===== src/rtl/prog_loader.sv =====
// Byte-stream program loader: receives a framed image (magic, 16-bit word
// count, little-endian payload words, XOR checksum) and writes it word by word
// into instruction memory while holding the core in reset.
// Ports:
//   clk, rst_n              clock, async active-low reset
//   start                   single-cycle load request (IDLE/DONE/ERROR only)
//   in_valid, in_data       offered byte; in_ready accepts it
//   mem_w_en/addr/data      one-cycle instruction-memory write strobe
//   cpu_rst_n               active-low core hold
//   busy, done, err         load status (err: 0 ok,1 magic,2 length,3 csum,4 timeout)
module prog_loader #(
  parameter logic [31:0] ADDR_BASE      = 32'h0000_0000,
  parameter int unsigned MAX_WORDS      = 1024,
  parameter int unsigned TIMEOUT_CYCLES = 1000000
) (
  input  logic        clk,
  input  logic        rst_n,
  input  logic        start,
  input  logic        in_valid,
  input  logic [7:0]  in_data,
  output logic        in_ready,
  output logic        mem_w_en,
  output logic [31:0] mem_w_addr,
  output logic [31:0] mem_w_data,
  output logic        cpu_rst_n,
  output logic        busy,
  output logic        done,
  output logic [2:0]  err
);

  localparam int unsigned    TO_W       = (TIMEOUT_CYCLES > 1) ? $clog2(TIMEOUT_CYCLES) : 1;
  localparam logic [TO_W-1:0] TO_LAST   = TO_W'(TIMEOUT_CYCLES - 1);
  localparam logic [7:0]     MAGIC_BYTE = 8'hA5;
  localparam logic [2:0]     ERR_NONE   = 3'd0;
  localparam logic [2:0]     ERR_MAGIC  = 3'd1;
  localparam logic [2:0]     ERR_LEN    = 3'd2;
  localparam logic [2:0]     ERR_CSUM   = 3'd3;
  localparam logic [2:0]     ERR_TMO    = 3'd4;

  typedef enum logic [2:0] {
    S_IDLE, S_MAGIC, S_LEN0, S_LEN1, S_DATA, S_CSUM, S_DONE, S_ERROR
  } state_t;

  state_t            state;
  logic              loading;     // registered copy of "state in MAGIC..CSUM"
  logic [15:0]       word_idx;
  logic [15:0]       n_words;
  logic [1:0]        byte_idx;
  logic [7:0]        len_lo;
  logic [7:0]        csum;
  logic [23:0]       word_buf;
  logic [TO_W-1:0]   to_cnt;
  logic [15:0]       len_full;
  logic              len_bad;

  assign in_ready = loading;
  assign busy     = loading;

  // Word count as it stands on the LEN1 transfer.
  assign len_full = {in_data, len_lo};
  assign len_bad  = (len_full == 16'd0) || (32'(len_full) > 32'(MAX_WORDS));

  // Loader FSM; every output is a flop updated alongside the state.
  always_ff @(posedge clk or negedge rst_n) begin
    if (!rst_n) begin
      state      <= S_IDLE;
      loading    <= 1'b0;
      cpu_rst_n  <= 1'b1;
      done       <= 1'b0;
      err        <= ERR_NONE;
      mem_w_en   <= 1'b0;
      mem_w_addr <= ADDR_BASE;
      mem_w_data <= 32'd0;
      word_idx   <= 16'd0;
      n_words    <= 16'd0;
      byte_idx   <= 2'd0;
      len_lo     <= 8'd0;
      csum       <= 8'd0;
      word_buf   <= 24'd0;
      to_cnt     <= '0;
    end else begin
      mem_w_en <= 1'b0;
      case (state)
        S_IDLE, S_DONE, S_ERROR: begin
          if (start) begin
            state     <= S_MAGIC;
            loading   <= 1'b1;
            cpu_rst_n <= 1'b0;
            done      <= 1'b0;
            err       <= ERR_NONE;
            word_idx  <= 16'd0;
            byte_idx  <= 2'd0;
            csum      <= 8'd0;
            to_cnt    <= '0;
          end
        end
        default: begin
          if (in_valid) begin
            to_cnt <= '0;
            case (state)
              S_MAGIC: begin
                if (in_data == MAGIC_BYTE) begin
                  state <= S_LEN0;
                end else begin
                  state   <= S_ERROR;
                  loading <= 1'b0;
                  err     <= ERR_MAGIC;
                end
              end
              S_LEN0: begin
                len_lo <= in_data;
                state  <= S_LEN1;
              end
              S_LEN1: begin
                n_words <= len_full;
                if (len_bad) begin
                  state   <= S_ERROR;
                  loading <= 1'b0;
                  err     <= ERR_LEN;
                end else begin
                  state <= S_DATA;
                end
              end
              S_DATA: begin
                csum     <= csum ^ in_data;
                byte_idx <= byte_idx + 2'd1;
                case (byte_idx)
                  2'd0: word_buf[7:0]   <= in_data;
                  2'd1: word_buf[15:8]  <= in_data;
                  2'd2: word_buf[23:16] <= in_data;
                  default: begin
                    mem_w_en   <= 1'b1;
                    mem_w_addr <= ADDR_BASE + {14'd0, word_idx, 2'b00};
                    mem_w_data <= {in_data, word_buf};
                    word_idx   <= word_idx + 16'd1;
                    if (word_idx == n_words - 16'd1) state <= S_CSUM;
                  end
                endcase
              end
              S_CSUM: begin
                loading <= 1'b0;
                if (in_data == csum) begin
                  state     <= S_DONE;
                  done      <= 1'b1;
                  cpu_rst_n <= 1'b1;
                end else begin
                  state <= S_ERROR;
                  err   <= ERR_CSUM;
                end
              end
              default: ;
            endcase
          end else if (to_cnt == TO_LAST) begin
            // Idle limit hit: abandon the load, words already written stay.
            state   <= S_ERROR;
            loading <= 1'b0;
            err     <= ERR_TMO;
          end else begin
            to_cnt <= to_cnt + TO_W'(1);
          end
        end
      endcase
    end
  end

endmodule


===== config.mk =====
export PLATFORM = sky130hd
export DESIGN_NAME = prog_loader
export DESIGN_NICKNAME = d
export VERILOG_FILES = /design/src/rtl/prog_loader.sv
export SDC_FILE = /design/constraint.sdc
export NUM_CORES = 1
export LEC_CHECK = 0
export ABC_CLOCK_PERIOD_IN_PS = 3310
export CAP_MARGIN = 5
export CELL_PAD_IN_SITES_DETAIL_PLACEMENT = 0
export CELL_PAD_IN_SITES_GLOBAL_PLACEMENT = 2
export CORE_ASPECT_RATIO = 2
export CORE_MARGIN = 1
export CORE_UTILIZATION = 37
export DETAILED_ROUTE_END_ITERATION = 7
export MAX_ROUTING_LAYER = met4
export PLACE_DENSITY = 0.8
export SLEW_MARGIN = 20
export SYNTH_ARGS = -nofsm -noshare
export SYNTH_HDL_FRONTEND = slang
export SYNTH_SLANG_ARGS = --single-unit
export TNS_END_PERCENT = 10

===== constraint.sdc =====
create_clock -name clk -period 3.31 [get_ports clk]
set_input_delay 0.4965 -clock clk [delete_from_list [all_inputs] [get_ports clk]]
set_output_delay 0.4965 -clock clk [all_outputs]
set_load 0.02 [all_outputs]

# == Word level (Yosys, flattened, before mapping) ==
# Cells that the tools add are included.
# classes
shift,0
mul,0
mux,51
addsub,4
reduce_logical,24
bitwise_logic,3
n_eq_ne,23
div_mod_pow,0
order_cmp,1
# ops
op,n
16-bit 2-to-1 mux,5
20-bit 2-to-1 mux,4
3-bit 2-to-1 mux,14
8-bit 2-to-1 mux,4
4-bit AND reduction,6
"20-bit by 1-bit adder with 20-bit output, second input constant",1
"20-bit == test, second input constant",1
"4-bit != test, second input constant",5
"16-bit by 1-bit adder with 16-bit output, second input constant",1
16-bit == test,1
"16-bit by 11-bit greater-than comparator with 1-bit output, second input constant",1
16-bit logical NOT,1
1-bit 2-to-1 mux,16
"16-bit by 1-bit subtractor with 16-bit output, second input constant",1
3-bit one-hot mux with 5 select lines,1
"3-bit == test, second input constant",4
2-bit 2-to-1 mux,5
5-bit AND reduction,2
3-bit one-hot mux with 3 select lines,1
3-bit AND reduction,3
8-bit == test,1
"8-bit == test, second input constant",1
2-bit nonzero test,4
8-bit bitwise XOR,1
other kinds (19),22
# word_totals
regBits,152
elab_cells,123
ram_bits,0
latchBits,0
output_inout_bits,72
mem_bits_ro,0
mem_count,0

# == Logic depth before layout (Yosys ltp) ==
# logic_depth
word_depth,7
mapped_depth,9
ltp_nobuf,8

# == Least setup slack after synthesis ==
# OpenSTA, ideal clock, no wires.
# synth_path
kind,input-to-reg
from,in in_data[3]
to,reg err[0]
slack_ns,0.796
path_stages,7
path_buffers,1
arrival_time_ns,2.387
setup_ns,0.128
path_cell_list,clkbuf_1 > or3_1 > or3_2 > nor4_1 > a211oi_4 > nand2b_2 > mux2_1
# synth_via
elab_chain_len,4
# synth_rtl
item,line_no,rtl
"start, declared",20,"input logic [7:0] in_data,"
16-bit by 11-bit greater-than comparator with 1-bit output or 16-bit logical NOT (tied branches),61,assign len_bad = (len_full == 16'd0) || (32'(len_full) > 32'(MAX_WORDS));
1-bit logical OR,61,
4-bit != test (no line),n/a,
6-bit AND reduction (no line) *,n/a,
"end signal, assigned",70,err <= ERR_NONE;
"end signal, assigned",90,err <= ERR_NONE;
"end signal, assigned",107,err <= ERR_MAGIC;
"end, declared",28,output logic [2:0] err
# Every way passes the cells marked *; elsewhere a longest branch is shown, timed or not.
# A chain may end at the register's enable or synchronous reset.

# == Worst setup path in the final report ==
# layout_path
from,reg n_words[2]
to,reg state[0]
# layout_via
elab_chain_len,4
# layout_rtl
item,line_no,rtl
"start, declared",47,logic [15:0] n_words;
"start signal, assigned",115,n_words <= len_full;
16-bit by 1-bit subtractor with 16-bit output,136,if (word_idx == n_words - 16'd1) state <= S_CSUM;
16-bit == test,136,
4-bit != test (no line),n/a,
5-bit AND reduction (no line),n/a,
"end signal, assigned",136,
"end signal, assigned",143,state <= S_DONE;
"end signal, assigned",147,state <= S_ERROR;
"end, declared",44,state_t state;
# No other way between the ends.

==> results by group <==
Status
  • Status: complete, no violations

Detailed routing
  • Initial DRC Count: 265
  • First-pass DRT Iterations: 4
  • Post-DRT Antenna Nets: 0
  • DR vias: 5,490
  • WL final: approximately 19,000 um
  • Via density: 5.34
  • DR WL/cell: 18.9 um
  • DRC viols: 0

Power
  • P_sw: ~2.2 mW
  • Clock network fraction of total power: 30.4%
  • Maximum VDD drop: roughly 350 uV
  • Seq pwr share: 40.9%
  • Cell area power density: 695 nW/um2
  • Total Power: 6.27 mW
  • Static Leakage: between 3 and 4 nW
  • Combinational share of power: 28.7%
  • Internal power: between 4 and 5 mW
  • Sw Share: 35.7%

STA
  • Unrepaired setup endpoints after global routing: false
  • Setup ws final: 0.613 ns
  • Min Tclk post-route: 2.70 ns
  • Fmax achieved: 0.371 GHz
  • Final TNS setup: 0 ns
  • Slew @ Worst Pin: 0.749 ns
  • Worst Skew: 0.0111 ns
  • Worst rel slew slack: between 50% and 60%
  • Final Slew Violations: 0
  • Final setup violation count: 0
  • Final Cycle Share: ~81%
  • Hold Fails Final Rpt: 0

Critical path
  • Crit Path Class: flip-flop to flip-flop
  • Worst R2R Start: n_words[2]
  • Crit end category: flip-flop
  • Critical path arrival: 3.04 ns
  • Req. time, crit path: 3.65 ns
  • Worst-case reg-to-reg path depth: 7
  • Setup crit start: n_words[2]
  • Crit path max fanout: 8
  • Worst setup SP type: flip-flop

GRT
  • Initial antenna violation count: 0
  • Largest net degree at the start of global routing: 57
  • Number of global-route vias before repair: 5,682
  • Global-route wire length before repair: 30,900 um
  • All-Layer GR Usage: 20.7%
  • Total grt overflow: 0

Clocking
  • Clk_lat worst skew: 0.44 ns
  • Clk buf depth: 2
  • CTS Hold Bufs: 0
  • CTS root buf: clkbuf_16
  • Clock transition at path regs: ~0.07 ns
  • Post-cts resize count: 0
  • CTS tree: yes
  • Post-CTS Repair Setup Buffers: 0
  • Htree depth: 4
  • Sinks on Clock Net: 152
  • CTS Buf Count: 17

Synthesis
  • Post-synth top area share: 50.4%
  • Count of state elements after synthesis: 152
  • Cells after Synth: 683
  • Yosys top cell by area: dfrtp_1
  • Average size of a mapped cell: 11.0 um2
  • Synth area leaders: dfrtp_1 50%, mux2_2 13%, xnor2_1 3.3%
  • Synth Warn #: 0
  • Count of different cell masters after synthesis: 77
  • EDFF count, synth: 0
  • Synth cell count leaders: 151 x dfrtp_1, 89 x mux2_2, 51 x nand2_1, 49 x nor2_1, 40 x o21ai_0
  • Cell Area, Synth: approximately 7500 um2
  • Sequential fraction of the synthesis area: 50.7%
  • Top FF cell, synth: dfrtp_1
  • Count leader, synth: dfrtp_1
  • Share of synthesized registers carrying an async set or reset: 100%

Finish
  • Register area: 3800 um2
  • Multi-input logic area: 3420 um2
  • Share of cells above drive strength 1: 22.0%
  • Synthesis-to-finish area growth: 20.3%
  • Filler cells: 1,944
  • Diodes inserted: 0
  • Nets: 773

Run
  • Maxcap violations: 0

Floorplanning
  • Die ar.: 20,900 um2
  • # IOs: 84
  • Die Wd: a little over 100 um
  • Die height: 203 um
  • Core area: approximately 20,000 um2
  • Rows: 73
  • Initial Util: 37.7%

Placement
  • Hpwl dp: ~14,000 um
  • Worst slack, placed: ~0.38 ns
  • RePlAce Congestion: 0.901
  • Buffers on Ports: 67

Hold path
  • Hold Path Class: input pin to asynchronous set/reset pin
-- registers in the layout, indices dropped and copies added, names as in the netlist --
signal and cells:
cpu_rst_n 1, csum 8, byte_idx 2, done 1, to_cnt 20, len_lo 8
mem_w_data 32, n_words 16, mem_w_en 1, busy 1, err 3, state 3
word_buf 24, mem_w_addr 16, word_idx 16
-- per-stage QoR --
step	util [%]	instance area [um2]	hold WS, ns	instances
detailed placement	42.4	8450	0.465	997
CTS	45.3	9030	0.0274	1029
global route	45.3	9030	0.0612	1029
floorplan	-	7560	0.201	698
finish	45.3	9030	0.0169	1029
global placement	42.4	8450	0.458	997
-- worst max-delay path, cell delays in order, from the launching register on --
cell	delay, ns
dfrtp_1	0.44
or4_1	0.72
buf_4	0.24
nor4_1	0.42
o211ai_1	0.17
a22oi_1	0.24
nand4_1	0.14
a211oi_1	0.24
-- power by group through the flow --
stage	Sequential, mW	Clock, mW	Combinational [mW]
final	2.57	1.91	1.80
after global routing	2.62	2.01	1.97
after CTS	2.56	1.95	1.82
after detailed placement	2.59	0	1.80
after global placement	2.57	0	1.75
after floorplan	2.44	0	1.34
-- final timing paths --
| kind | slack (ns) | endpoint |
|---|---|---|
| hold reg to reg | 0.48 | mem_w_addr[4] |
| hold / removal | 0.02 | to_cnt[17] |
| min in group clk | 0.48 | mem_w_addr[4] |
| setup reg to reg | 0.61 | state[0] |
| setup / recovery | 0.61 | state[0] |
| max in group asynchronous | 2.54 | cpu_rst_n |
-- metal layers --
layer  GRT usage [%]  up-vias  share of wire, %
met5               -        -                 0
li1                -     2534                 -
met2            38.5       99                59
met3            3.12       41               2.2
met1            20.1     2816                35
met4            9.85        0               3.4
-- area by class of cell --
| type | instances | area share (%) |
|---|---|---|
| Clock inverter | 14 | 1.52 |
| Clock buffer | 18 | 4.87 |
| Sequential cell | 152 | 42.2 |
| Inverter | 15 | 0.624 |
| Tap cell | 262 | 3.63 |
| Timing Repair Buffer | 88 | 9.33 |
| Multi-Input combinational cell | 480 | 37.9 |
-- logic make-up (layout without fill, tap and decap cells) --
family,after synthesis,count (layout),share of synthesized area (%)
other,1,16,0.0500
DFF,152,152,50.7
AOI/OAI and AO/OA,107,107,9.54
and+or+nand+nor,210,210,14.7
muxes,92,92,13.8
adders and majority gates,7,7,1.17
buffers and inverters,66,135,4.45
xor gates and xnor gates,48,48,5.60
-- cell usage in the layout, fill, tap and decap left out, types with 11 or more instances in the layout --
cell,synthesis,routed
nand3_1,14,14
o21ai_0,40,40
xor2_1,20,20
nor4_1,15,15
xnor2_1,28,28
mux2_2,89,89
nor3_1,16,16
nand2_1,51,51
a21oi_1,14,14
conb_1,1,16
clkbuf_16,0,17
clkdlybuf4s50_1,0,66
dfrtp_1,151,151
nand4_1,11,11
nor2_1,49,49
inv_1,14,14
buf_4,17,20
No activity file was read; power rests on OpenSTA's default activity.
